### src/rtl/hop_word_deser.sv
// Bit-serial HOP word receiver: assembles an LSB-first frame and presents its fields through
// a valid/ack holding register. Define HOP_PARITY_EN for a 27-bit frame with odd parity.
module hop_word_deser #(
    parameter int unsigned FRAME_BITS = 26
) (
    input  logic       CLK,
    input  logic       RST,
    input  logic       BTE,
    input  logic       START,
    input  logic       HOPD,
    input  logic       HOP_ACK,
    output logic       HOP_VALID,
    output logic [2:0] IM,
    output logic [3:0] IS,
    output logic       SYL,
    output logic [7:0] IA,
    output logic [2:0] DM,
    output logic [3:0] DS,
    output logic       DUPIN,
    output logic       DUPDN,
    output logic       BUSY,
    output logic       OVERRUN,
    output logic       FRAME_ERR,
    output logic       PAR_ERR
);

`ifdef HOP_PARITY_EN
    localparam int unsigned NBITS = FRAME_BITS + 1;
`else
    localparam int unsigned NBITS = FRAME_BITS;
`endif
    localparam logic [4:0] LAST = 5'(NBITS - 1);

    typedef enum logic {StIdle, StShift} state_e;

    state_e             state_q;
    logic [4:0]         cnt_q;
    logic [NBITS-1:0]   shreg_q;
    logic [24:0]        hold_q;
    logic               valid_q;
    logic               overrun_q;
    logic               frame_err_q;
`ifdef HOP_PARITY_EN
    logic               par_err_q;
`endif

    logic [NBITS-1:0]   word_full;
    logic               commit;

    // Shift register with the bit currently on HOPD dropped into its slot.
    always_comb begin
        word_full        = shreg_q;
        word_full[cnt_q] = HOPD;
        commit           = (state_q == StShift) && BTE && !START && (cnt_q == LAST);
    end

    always_ff @(posedge CLK) begin
        if (RST) begin
            state_q     <= StIdle;
            cnt_q       <= 5'd0;
            shreg_q     <= '0;
            hold_q      <= '0;
            valid_q     <= 1'b0;
            overrun_q   <= 1'b0;
            frame_err_q <= 1'b0;
`ifdef HOP_PARITY_EN
            par_err_q   <= 1'b0;
`endif
        end else begin
            frame_err_q <= 1'b0;
            unique case (state_q)
                StIdle: begin
                    if (BTE && START) begin
                        shreg_q <= {{(NBITS-1){1'b0}}, HOPD};
                        cnt_q   <= 5'd1;
                        state_q <= StShift;
                    end
                end
                StShift: begin
                    if (BTE) begin
                        if (START) begin
                            // Restart: partial frame is discarded, HOPD is the new bit 0.
                            shreg_q     <= {{(NBITS-1){1'b0}}, HOPD};
                            cnt_q       <= 5'd1;
                            frame_err_q <= 1'b1;
                        end else if (cnt_q == LAST) begin
                            shreg_q <= word_full;
                            cnt_q   <= 5'd0;
                            state_q <= StIdle;
                        end else begin
                            shreg_q <= word_full;
                            cnt_q   <= cnt_q + 5'd1;
                        end
                    end
                end
                default: state_q <= StIdle;
            endcase

            if (commit) begin
                if (!valid_q || HOP_ACK) begin
                    hold_q    <= word_full[24:0];
                    valid_q   <= 1'b1;
                    overrun_q <= 1'b0;
`ifdef HOP_PARITY_EN
                    par_err_q <= ~(^word_full);
`endif
                end else begin
                    overrun_q <= 1'b1;
                end
            end else if (HOP_ACK && valid_q) begin
                valid_q   <= 1'b0;
                overrun_q <= 1'b0;
            end
        end
    end

    assign HOP_VALID = valid_q;
    assign IM        = hold_q[2:0];
    assign IS        = hold_q[6:3];
    assign SYL       = hold_q[7];
    assign IA        = hold_q[15:8];
    assign DM        = hold_q[18:16];
    assign DS        = hold_q[22:19];
    assign DUPIN     = hold_q[23];
    assign DUPDN     = hold_q[24];
    assign BUSY      = (state_q == StShift);
    assign OVERRUN   = overrun_q;
    assign FRAME_ERR = frame_err_q;
`ifdef HOP_PARITY_EN
    assign PAR_ERR   = par_err_q;
`else
    assign PAR_ERR   = 1'b0;
`endif

endmodule
### config.mk
export PLATFORM = sky130hd
export DESIGN_NAME = hop_word_deser
export DESIGN_NICKNAME = d
export VERILOG_FILES = /design/src/rtl/hop_word_deser.sv
export SDC_FILE = /design/constraint.sdc
export NUM_CORES = 1
export LEC_CHECK = 0
export ABC_CLOCK_PERIOD_IN_PS = 2290
export BUFFER_PORTS_ARGS = -buffer_cell sky130_fd_sc_hd__buf_2
export CAP_MARGIN = 20
export CORE_AREA = 2 2 73 75
export DETAILED_ROUTE_END_ITERATION = 10
export DIE_AREA = 0 0 75 77
export GPL_TIMING_DRIVEN = 0
export PLACE_DENSITY = 0.76
export SLEW_MARGIN = 20
export SYNTH_ARGS = -nofsm -noshare
export SYNTH_HDL_FRONTEND = slang
export SYNTH_SLANG_ARGS = --single-unit
### constraint.sdc
create_clock -name CLK -period 2.29 [get_ports CLK]
set_input_delay 0.458 -clock CLK [delete_from_list [all_inputs] [get_ports CLK]]
set_output_delay 0.458 -clock CLK [all_outputs]
set_load 0.005 [all_outputs]
==> results.tsv <==
stage	metric	value	unit
run_status	status	completed	
placement	gp weighted congestion	0.827	
global_route	vias in the first global route	2197	
critical_path	Setup crit start kind	register	
critical_path	maximum fanout along the worst path	10	
yosys	top cell type's share of synthesized area	0.428	
global_route	All-Layer GR Usage	0.240	
final_layout	post-route cell area	3180	µm²
placement	Port-buffer cells	31	
timing	Slew Viols, Final	0	
timing	Setup TNS	0	ns
power_and_ir_drop	power per cell area	630	nW/µm²
final_layout	Nets	318	
timing	Final Cycle Share	0.849	
critical_path	Worst R2R Path Depth	7	
global_route	initial antenna violation count	0	
routing	final WL	6310	µm
critical_path	CP startpoint	cnt_q[1]	
final_layout	ant diodes	0	
timing	Worst Tran Pin Value	0.538	ns
timing	final setup margin	0.347	ns
die	die footprint	5780	µm²
power_and_ir_drop	Design Power	2.01	mW
cts	Post-CTS Setup Bufs	0	
critical_path	critical path class	reg -> reg	
timing	Final Hold Viols	0	
die	DIE WIDTH	75	µm
routing	routed len/inst	16.6	µm
yosys	syn nets	276	
cts	CTS Hold Bufs	0	
yosys	synth unique cells	43	
die	die span in y	77	µm
final_layout	non-filler instance count after layout	380	
die	row cnt	26	
yosys	#FFs+latches synth	59	
routing	Final ANT Viol Nets	0	
critical_path	crit end category	register	
yosys	Syn Area/Cell	10.5	µm²
global_route	pin count of the biggest net entering global routing	11	
power_and_ir_drop	Max IR drop VDD	426	µV
cts	CTS tree	yes	
final_layout	post-layout util	0.640	
critical_path	Crit path arrival time	2.21	ns
cts	clock slew at reported path FFs	0.06	ns
yosys	Primary FF master, synth	dfxtp_1	
yosys	Area contributors post-synth	dfxtp_1 43%, mux2i_1 9.1%, o2bb2ai_1 7.6%	
critical_path	FF-to-FF Start	cnt_q[1]	
die	core area	4980	µm²
timing	hold slack	0.409	ns
final_layout	most frequent cells in the layout	59 x dfxtp_1, 39 x buf_2, 25 x mux2i_1	
worst_hold_path	min-delay worst type	in -> reg	
cts	clk_lat worst skew	0.34	ns
critical_path	Crit path required time	2.56	ns
yosys	Post-Syn Area	2760	µm²
global_route	first-pass GRT wire length	10700	µm
placement	dpl hpwl	4340	µm
flow_run	max-cap violations	0	
die	Starting Density	0.555	
global_route	grt ovf	0	
placement	Placed Cells	365	
yosys	post-synth top area cell	dfxtp_1	
yosys	Mapped Cells	264	
timing	# setup viols final	0	
timing	slew margin rel.	0.641	
cts	Post-CTS Resized	0	
timing	clock period minus worst slack	1.94	ns
die	num ports	36	
final_layout	synth-to-layout area growth	15.3	%
routing	DRC viols	0	
yosys	Syn. warnings	0	
routing	First DRT Iteration DRCs	117	
placement	Placed Area	3000	µm²
yosys	number of synthesized flops with an enable pin	0	
final_layout	share of cells above drive strength 1	0.203	
cts	clk sinks	59	
cts	Root Driver	clkbuf_8	
critical_path	setup slack, reg-to-reg	0.35	ns
final_layout	commonest non-fill, non-tap cell in the layout	dfxtp_1	
final_layout	area of the multi-input gates	1400	µm²
timing	fmax	515	MHz
routing	routed via count	2284	
cts	clock tree buffer depth	2	
critical_path	R2R Path End	hold_q[0]	
power_and_ir_drop	Lkg Pwr	1.20	nW
final_layout	Layout fillers	423	
final_layout	Seq. cell area	1180	µm²
routing	via-per-instance ratio	6.01	
placement	DP Worst Slack	0.366	ns
critical_path	CP endpoint	hold_q[0]	
routing	DR pass1 iterations	5	
cts	TritonCTS Buffers	9	
timing	Fin Clk Skew	0.00857	ns
yosys	FFs w/ async S/R, synth	0	
cts	CTS H-tree lvls	3	
yosys	Seq/Total Area, Yosys	0.428	
timing	RSZ-0062 raised after global routing	no	
kinds of logic after synthesis:
group                    count (synthesis)  synth area share
buffers and inverters                   37            0.0662
XOR/XNOR                                 1           0.00317
multiplexers                            25            0.0906
adder cells (fa/ha/maj)                  6            0.0272
other                                    1           0.00136
AND/OR/NAND/NOR                         47             0.144
flip-flops                              59             0.428
AO/OA/AOI/OAI                           88             0.240
sequential cells by signal, indices dropped and copies added (netlist names):
signal / count
cnt_q: 5
FRAME_ERR: 1
OVERRUN: 1
shreg_q: 25
BUSY: 1
HOP_VALID: 1
hold_q: 25
synth_stat cells (all sizes together), types with 2 or more instances:
library cell  instances
nor4b                 4
clkbuf               20
nor4bb               11
o21ai                27
a22o                  2
inv                   4
nand2                 4
nor2                  3
buf                  13
a21oi                 2
o21a                  2
mux2i                25
ha                    6
nand4b               10
nand3                 2
o311ai               25
nor2b                 3
dfxtp                59
o2bb2ai              24
worst max-delay path, stage by stage, from the launching register on:
cell and delay, ns:
dfxtp_1 0.37, inv_1 0.12, ha_1 0.26, nand4b_4 0.16, or4_4 0.54, buf_6 0.15
buf_6 0.14, o21ai_1 0.13
worst min-delay path by stage:
stage	startpoint	endpoint	cells after the start
CTS	RST	BUSY	2
floorplan	shreg_q[10]	shreg_q[10]	1
finish	RST	BUSY	2
global route	RST	cnt_q[1]	2
global placement	shreg_q[10]	shreg_q[10]	1
detailed placement	shreg_q[2]	shreg_q[2]	1
power breakdown:
| part | internal, mW | switching (mW) |
|---|---|---|
| Sequential | 1.03 | 0.00412 |
| Clock | 0.472 | 0.404 |
| Combinational | 0.0302 | 0.0641 |
layer usage:
layer  vias up  part of all wire  global-route usage
met5         -                 0                   0
met2        49              0.46               0.362
met4         0             0.026               0.120
met3        17             0.030              0.0460
li1       1123                 -                   -
met1      1095              0.48               0.323
final cells by class:
type | count | area share
plain buffers | 33 | 0.0527
clock buffers | 13 | 0.0531
clock inverters | 2 | 0.00314
inverters | 4 | 0.00472
multi-input cells | 168 | 0.439
flip-flops and latches | 59 | 0.371
well taps | 70 | 0.0275
repair buffers | 31 | 0.0487
Power figures use the tool's default switching activity.
